**src/rtl/vga_pixel_fetch.sv**
```systemverilog
// vga_pixel_fetch: scales a Game Boy framebuffer into the VGA raster with a fixed 3-cycle pipeline.
module vga_pixel_fetch #(
  parameter int          X_START    = 80,
  parameter int          Y_START    = 24,
  parameter int          SCALE      = 3,
  parameter int          GB_W       = 160,
  parameter int          GB_H       = 144,
  parameter int          H_VISIBLE  = 640,
  parameter int          V_VISIBLE  = 480,
  parameter logic [11:0] BORDER_RGB = 12'h000
) (
  input  logic        Clock,
  input  logic        Reset,
  input  logic [15:0] iRow,
  input  logic [15:0] iCol,
  input  logic        iVgaHsync,
  input  logic        iVgaVsync,
  output logic [14:0] oFbAddr,
  input  logic [1:0]  iFbData,
  input  logic        iPaletteWe,
  input  logic [7:0]  iPalette,
  output logic [3:0]  oRed,
  output logic [3:0]  oGreen,
  output logic [3:0]  oBlue,
  output logic        oHsync,
  output logic        oVsync,
  output logic        oFrameDone
);
  localparam int XW = $clog2(GB_W + 1);
  localparam int YW = $clog2(GB_H + 1);
  localparam int SW = SCALE > 1 ? $clog2(SCALE) : 1;
  localparam logic [15:0] XS = 16'(X_START);
  localparam logic [15:0] XE = 16'(X_START + GB_W * SCALE);
  localparam logic [15:0] YS = 16'(Y_START);
  localparam logic [15:0] YE = 16'(Y_START + GB_H * SCALE);
  localparam logic [15:0] HV = 16'(H_VISIBLE);
  localparam logic [15:0] VV = 16'(V_VISIBLE);
  localparam logic [15:0] GBW = 16'(GB_W);
  localparam logic [XW-1:0] GX_LAST = XW'(GB_W - 1);
  localparam logic [YW-1:0] GY_LAST = YW'(GB_H - 1);
  localparam logic [SW-1:0] SUB_LAST = SW'(SCALE - 1);
  typedef enum logic [1:0] {PX_BLANK, PX_BORDER, PX_WIN} px_e;
  logic [SW-1:0] subx_q, subx_c, suby_q;
  logic [XW-1:0] gbx_q, gbx_c;
  logic [YW-1:0] gby_q;
  logic [14:0]   row_base, addr_d;
  logic          in_win, col_start, done_d;
  px_e           kind_d, kind1_q, kind2_q;
  logic [7:0]    pal_shadow_q, pal_act_q;
  logic [1:0]    shade;
  logic [3:0]    lvl;
  logic [11:0]   rgb_d, rgb_q;
  logic [2:0]    hs_q, vs_q;
  // Column counters restart combinationally at X_START so that pixel already uses gbx=0.
  always_comb begin
    col_start = iCol == XS;
    in_win = iCol >= XS && iCol < XE && iRow >= YS && iRow < YE;
    subx_c = col_start ? '0 : subx_q;
    gbx_c = col_start ? '0 : gbx_q;
    row_base = '0;
    for (int i = 0; i < 16; i++) row_base = GBW[i] ? row_base + (15'(gby_q) << i) : row_base;
    addr_d = row_base + 15'(gbx_c);
    kind_d = (iCol >= HV || iRow >= VV) ? PX_BLANK : in_win ? PX_WIN : PX_BORDER;
    done_d = in_win && gbx_c == GX_LAST && gby_q == GY_LAST && subx_c == SUB_LAST && suby_q == SUB_LAST;
    shade = 2'(pal_act_q >> {iFbData, 1'b0});
    lvl = shade == 2'd0 ? 4'hF : shade == 2'd1 ? 4'hA : shade == 2'd2 ? 4'h5 : 4'h0;
    rgb_d = kind2_q == PX_WIN ? {3{lvl}} : kind2_q == PX_BORDER ? BORDER_RGB : 12'h000;
  end
  always_ff @(posedge Clock) begin
    if (Reset) begin
      subx_q <= '0;
      suby_q <= '0;
      gbx_q <= '0;
      gby_q <= '0;
      oFbAddr <= '0;
      kind1_q <= PX_BLANK;
      kind2_q <= PX_BLANK;
      rgb_q <= '0;
      hs_q <= '1;
      vs_q <= '1;
      oFrameDone <= 1'b0;
      pal_shadow_q <= 8'hE4;
      pal_act_q <= 8'hE4;
    end else begin
      if (in_win) begin
        subx_q <= subx_c == SUB_LAST ? '0 : subx_c + 1'b1;
        gbx_q <= subx_c == SUB_LAST ? gbx_c + 1'b1 : gbx_c;
        oFbAddr <= addr_d;
      end
      if (iCol == '0 && iRow == YS) begin
        suby_q <= '0;
        gby_q <= '0;
      end else if (iCol == '0 && iRow > YS && iRow < YE) begin
        suby_q <= suby_q == SUB_LAST ? '0 : suby_q + 1'b1;
        gby_q <= suby_q == SUB_LAST ? gby_q + 1'b1 : gby_q;
      end
      kind1_q <= kind_d;
      kind2_q <= kind1_q;
      rgb_q <= rgb_d;
      hs_q <= {hs_q[1:0], iVgaHsync};
      vs_q <= {vs_q[1:0], iVgaVsync};
      oFrameDone <= done_d;
      if (iPaletteWe) pal_shadow_q <= iPalette;
      // Active palette only swaps at frame start; a same-cycle write still sees the old shadow.
      if (iRow == '0 && iCol == '0) pal_act_q <= pal_shadow_q;
    end
  end
  assign {oRed, oGreen, oBlue} = rgb_q;
  assign oHsync = hs_q[2];
  assign oVsync = vs_q[2];
endmodule

```
**config.mk**
```make
export PLATFORM = sky130hd
export DESIGN_NAME = vga_pixel_fetch
export DESIGN_NICKNAME = d
export VERILOG_FILES = /design/src/rtl/vga_pixel_fetch.sv
export SDC_FILE = /design/constraint.sdc
export NUM_CORES = 1
export LEC_CHECK = 0
export CAP_MARGIN = 20
export CORE_ASPECT_RATIO = 0.75
export CORE_MARGIN = 2
export CORE_UTILIZATION = 46
export DETAILED_ROUTE_END_ITERATION = 12
export GPL_ROUTABILITY_DRIVEN = 0
export PLACE_DENSITY = 0.8
export SLEW_MARGIN = 20
export SYNTH_ARGS = -nofsm -noshare
export SYNTH_HDL_FRONTEND = slang
export SYNTH_SLANG_ARGS = --single-unit
```
**constraint.sdc**
```tcl
create_clock -name Clock -period 3.4 [get_ports Clock]
set_input_delay 0.68 -clock Clock [delete_from_list [all_inputs] [get_ports Clock]]
set_output_delay 0.68 -clock Clock [all_outputs]
set_load 0.01 [all_outputs]
```
Word level (Yosys, flattened, before mapping)

Index checks and enable logic that the tools add are counted.

Logic and storage cells: 65
Output and inout port bits: 30
Flip-flop bits (word level): 74
Input bits: 47

Shift-type cells: 1
Mux-type cells: 9
Equal/unequal tests: 9
$lt $le $gt $ge: 7
Bitwise logic cells: 1
Reductions and logical operators: 19
Add/sub/neg operators: 6

Operators with widths:

| operator                                                        | count |
|---|---|
| logical NOT 16 bit                                              | 2 |
| adder 8 x 1 -> 8 bit (second input constant)                    | 2 |
| == test 16 x 5 -> 1 bit (second input constant)                 | 1 |
| == test 16 x 7 -> 1 bit (second input constant)                 | 1 |
| == test 8 bit (second input constant)                           | 2 |
| >= comparator 16 x 10 -> 1 bit (second input constant)          | 1 |
| >= comparator 16 x 5 -> 1 bit (second input constant)           | 1 |
| >= comparator 16 x 7 -> 1 bit (second input constant)           | 1 |
| >= comparator 16 x 9 -> 1 bit (second input constant)           | 1 |
| greater-than comparator 16 x 5 -> 1 bit (second input constant) | 1 |
| less-than comparator 16 x 10 -> 1 bit (second input constant)   | 1 |
| less-than comparator 16 x 9 -> 1 bit (second input constant)    | 1 |
| 2-to-1 mux 8 bit                                                | 2 |
| adder 13 x 15 -> 15 bit                                         | 1 |
| adder 15 x 8 -> 15 bit                                          | 1 |
| logical AND 1 bit                                               | 11 |
| == test 2 bit (second input constant)                           | 4 |
| 2-to-1 mux 2 bit                                                | 4 |
| 2-to-1 mux 4 bit                                                | 2 |
| >> shifter 8 x 3 -> 2 bit                                       | 1 |
| OR reduction 2 bit                                              | 3 |
| adder 2 x 1 -> 2 bit (second input constant)                    | 2 |
| 2-to-1 mux 3 bit                                                | 1 |
| == test 2 x 1 -> 1 bit (second input constant)                  | 1 |
| 4 further kinds                                                 | 4 |

Logic depth before layout (Yosys ltp)

Depth after elaboration: 8
Gate-level depth with buffers: 13
Mapped depth without buffers: 13

Worst setup path after synthesis

Ideal clock, no wire load.

Kind: input to register
Start point: input port iCol[1]
End point: register oFbAddr[12]
Stages on the path: 12
Library setup time: 91 ps
Path buffers: 1
Path slack: 62 ps
Data arrival time: 3248 ps
Required time: 3309 ps
Path through: nor4_2 -> and4_2 -> clkbuf_1 -> nand2b_1 -> xnor2_1 -> ha_1 -> inv_1 -> fa_1 -> nor2b_1 -> o2111ai_1 -> a31o_2 -> a311oi_1

Cells in the longest elaborated chain, start to end: 4
Elaborated cells between the ends (all ways): 8
Classes of those cells: 1 x add/sub; 2 x order compare; 1 x eq/ne; 1 x mux; 3 x reduce/logical

RTL lines:

| item                                                           | line | text |
|---|---|---|
| start, declared                                                | 15   | `input logic [15:0] iCol,` |
| branches (longest 4 deep; another with adder 15 x 8 -> 15 bit) | -    |  |
| end signal, assigned                                           | 88   | `oFbAddr <= addr_d;` |
| end, declared                                                  | 18   | `output logic [14:0] oFbAddr,` |

Parallel ways; which one is timed is not known.
A chain may end at the register's enable or synchronous reset.

Worst setup path in the final report

Start point: input port iCol[9]
End point: register oFbAddr[12]

The elaborated chain is that of the path after synthesis.

==> run_results.csv <==
group,metric,value,unit
status,status,"finished clean",
yosys,synth_edf_count,0,
sta,finalClockSkew,0.00557,ns
placement,port_buffers,76,
drt,detail_route.wl_per_cell,15.5,um
floorplanning,start_util,46.9,%
drt,viasPerCell,5.55,
placement,dp_hpwl,6500,um
yosys,synth-async-reset-ratio,0,%
sta,clock.fmax,302,MHz
setup_path,crit_fanout,3,
yosys,synthFlopType,"dfxtp_1",
yosys,synth_area_leaders,"dfxtp_1 38%, ha_1 6.3%, mux2i_1 5.9%",
clocking,cts_hold_buf,0,
yosys,synth_top_area_share,37.8,%
drt,drtIter0Drc,186,
global_routing,antenna_found_initial,0,
cells_and_area,diodes,0,
yosys,syn_nets,452,
floorplanning,core.rowCount,27,
global_routing,grt_max_degree,28,
yosys,synthCells,387,
floorplanning,dieArea,0.00808,sq mm
setup_path,arrival,3.58,ns
cells_and_area,fin_area,0.00462,sq mm
setup_path,crit_chain,"clkdlybuf4s50_1 > nor4_2 > and4_2 > nand2b_4 > xnor2_1 > ha_2 > inv_1 > fa_2 > nor2b_4 > o2111ai_4 > a31o_2 > a311oi_2",
setup_path,cpPeakStageDelay,0.44,ns
sta,hold_viol,0,
min_path,min_path_type,"reg2reg",
setup_path,path_buf_inv,2,
sta,period_minus_slack,3.31,ns
floorplanning,core_area,0.00723,sq mm
global_routing,grt_pass1_wl,14400,um
clocking,insertion_delay,0.35,ns
setup_path,cp.required,3.66,ns
setup_path,critPathSlowestCell,"clkdlybuf4s50_1",
sta,tightestPinTransition,0.670,ns
setup_path,crit_type,"in2reg",
floorplanning,dieHeight,78.4,um
yosys,synth-seq-cells,64,
sta,fin_ws,0.0850,ns
yosys,avgSynthCellArea,8.76,sq um
yosys,ys_types,59,
sta,maxSlewViolCount,0,
setup_path,end_kind,"register",
yosys,ys_warn_count,0,
drt,wirelength,8990,um
placement,dp_slack,-0.387,ns
clocking,cts_inserted_buffers,9,
sta,finalSetupViolations,0,
setup_path,crit_family,"simple AND/OR/NAND/NOR gates",
global_routing,grt_usage,22.7,%
clocking,clock-sinks,64,
drt,vias,3228,
clocking,root_buffer,"clkbuf_8",
floorplanning,die_w,103,um
clocking,htreeDepth,3,
cells_and_area,final_cell_mix,"74 x clkdlybuf4s50_1, 64 x dfxtp_1, 39 x nand2_1",
global_routing,grt_pass1_vias,2982,
clocking,clock_path_buffers,2,
drt,drtPass1Iterations,4,
cells_and_area,nets,541,
placement,placed_area,0.00432,sq mm
yosys,synth_top_cell_by_area,"dfxtp_1",
sta,period_share,97.5,%
clocking,cts_tree,"yes",
cells_and_area,syn_to_final_growth,36.4,%
power,leakagePower,0.00176,uW
power,powerDensity,339,mW/mm^2
sta,worst_slew_margin_rel,55.2,%
cells_and_area,drive_gt1_share,16.4,%
global_routing,overflow,0,
floorplanning,io_pins,77,
power,ir_drop,0.000291,V
clocking,clk_pin_slew,0.07,ns
yosys,yosysSeqAreaShare,37.8,%
setup_path,cp-start-kind,"primary input",
yosys,synthesis.area,0.00339,sq mm
drt,antenna_left,0,
cells_and_area,final_common_cell,"clkdlybuf4s50_1",
drt,drc,0,
run,max-cap-violations,0,
cells_and_area,n_fill_cell,605,
routing by layer:
layer  track usage, %  wire, um
met5                0         0
met4             5.13        62
met3             6.06       551
met2             36.5      4240
met1             30.6      4140
stage by stage:
| step | hold slack (ns) | std cells | setup TNS, ns | util [%] | power (uW) |
|---|---|---|---|---|---|
| finish | 0.415 | 582 | 0 | 64.0 | 1570 |
| global route | 0.433 | 582 | -0.0251 | 64.0 | 1620 |
| CTS | 0.419 | 577 | 0 | 62.7 | 1570 |
| detailed placement | 0.399 | 561 | -1.31 | 59.7 | 902 |
| global placement | 0.397 | 561 | -0.905 | 59.7 | 898 |
| floorplan | 0.389 | 387 | 0 | - | 818 |
cells by family (layout without fill, tap and decap cells):
kind of cell               after synthesis  count (layout)  share of synthesized area [%]
DFF                                     64              64                           37.8
AOI/OAI and AO/OA                       71              71                           12.9
buffers and inverters                   38             132                           5.35
xor gates and xnor gates                 6               6                           1.55
adders and majority gates               18              18                           6.86
and+or+nand+nor                        167             167                           28.0
muxes                                   23              23                           7.56
cell usage after synthesis, drive strengths merged, types with 12 or more instances:
library cell and number:
nand4 12, o21ai 13, nor2 32, a21oi 33, nand3 16, inv 13
mux2i 20, nand2 39, clkbuf 13, dfxtp 64, buf 12, ha 17
what timing repair did:
action                     in CTS  in global routing
gates resized for setup         2                 12
setup endpoints to repair       1                  5
pin swaps                       0                  7
setup buffers                   0                  5
worst paths after layout:
| check | slack [ns] | cells past startpoint | endpoint | startpoint |
|---|---|---|---|---|
| worst min-delay path | 0.42 | 1 | vs_q[2]$_SDFF_PP1_ | vs_q[1]$_SDFF_PP1_ |
| worst max-delay path | 0.09 | 12 | oFbAddr[12]$_SDFFE_PP0N_ | iCol[9] |
| worst min register to register | 0.42 | 1 | vs_q[2]$_SDFF_PP1_ | vs_q[1]$_SDFF_PP1_ |
| worst max register to register | 1.03 | 9 | oFbAddr[12]$_SDFFE_PP0N_ | gbx_q[5]$_SDFFE_PP0N_ |
area by class of cell:
class	instances	area, sq um	share of cell area [%]
Clock inverter	6	67.6	1.46
Sequential cell	64	1280	27.7
Multi-Input combinational cell	285	1990	43.1
Tap cell	101	126	2.73
Inverter	13	48.8	1.06
Clock buffer	10	138	2.98
Timing Repair Buffer	103	968	20.9
worst reg2reg max path: stages, from the launching register on:
cell and delay [ns]:
dfxtp_1 0.47, nor2b_1 0.18, ha_1 0.16, ha_2 0.20
inv_1 0.06, fa_2 0.41, nor2b_4 0.15, o2111ai_4 0.16
a31o_2 0.24, a311oi_2 0.26
where the power goes:
part | internal, uW | switching (uW)
registers | 757 | 3.82
clock network | 361 | 319
logic | 73.0 | 51.9
total | 1190 | 375
registers in the layout, summed over array words and instances, names as in the netlist:
name / flops
kind2_q: 2
oFrameDone: 1
oFbAddr: 15
rgb_q: 2
hs_q: 3
pal_act_q: 8
subx_q: 2
gby_q: 8
kind1_q: 2
suby_q: 2
gbx_q: 8
pal_shadow_q: 8
vs_q: 3
Power figures use the tool's default switching activity.
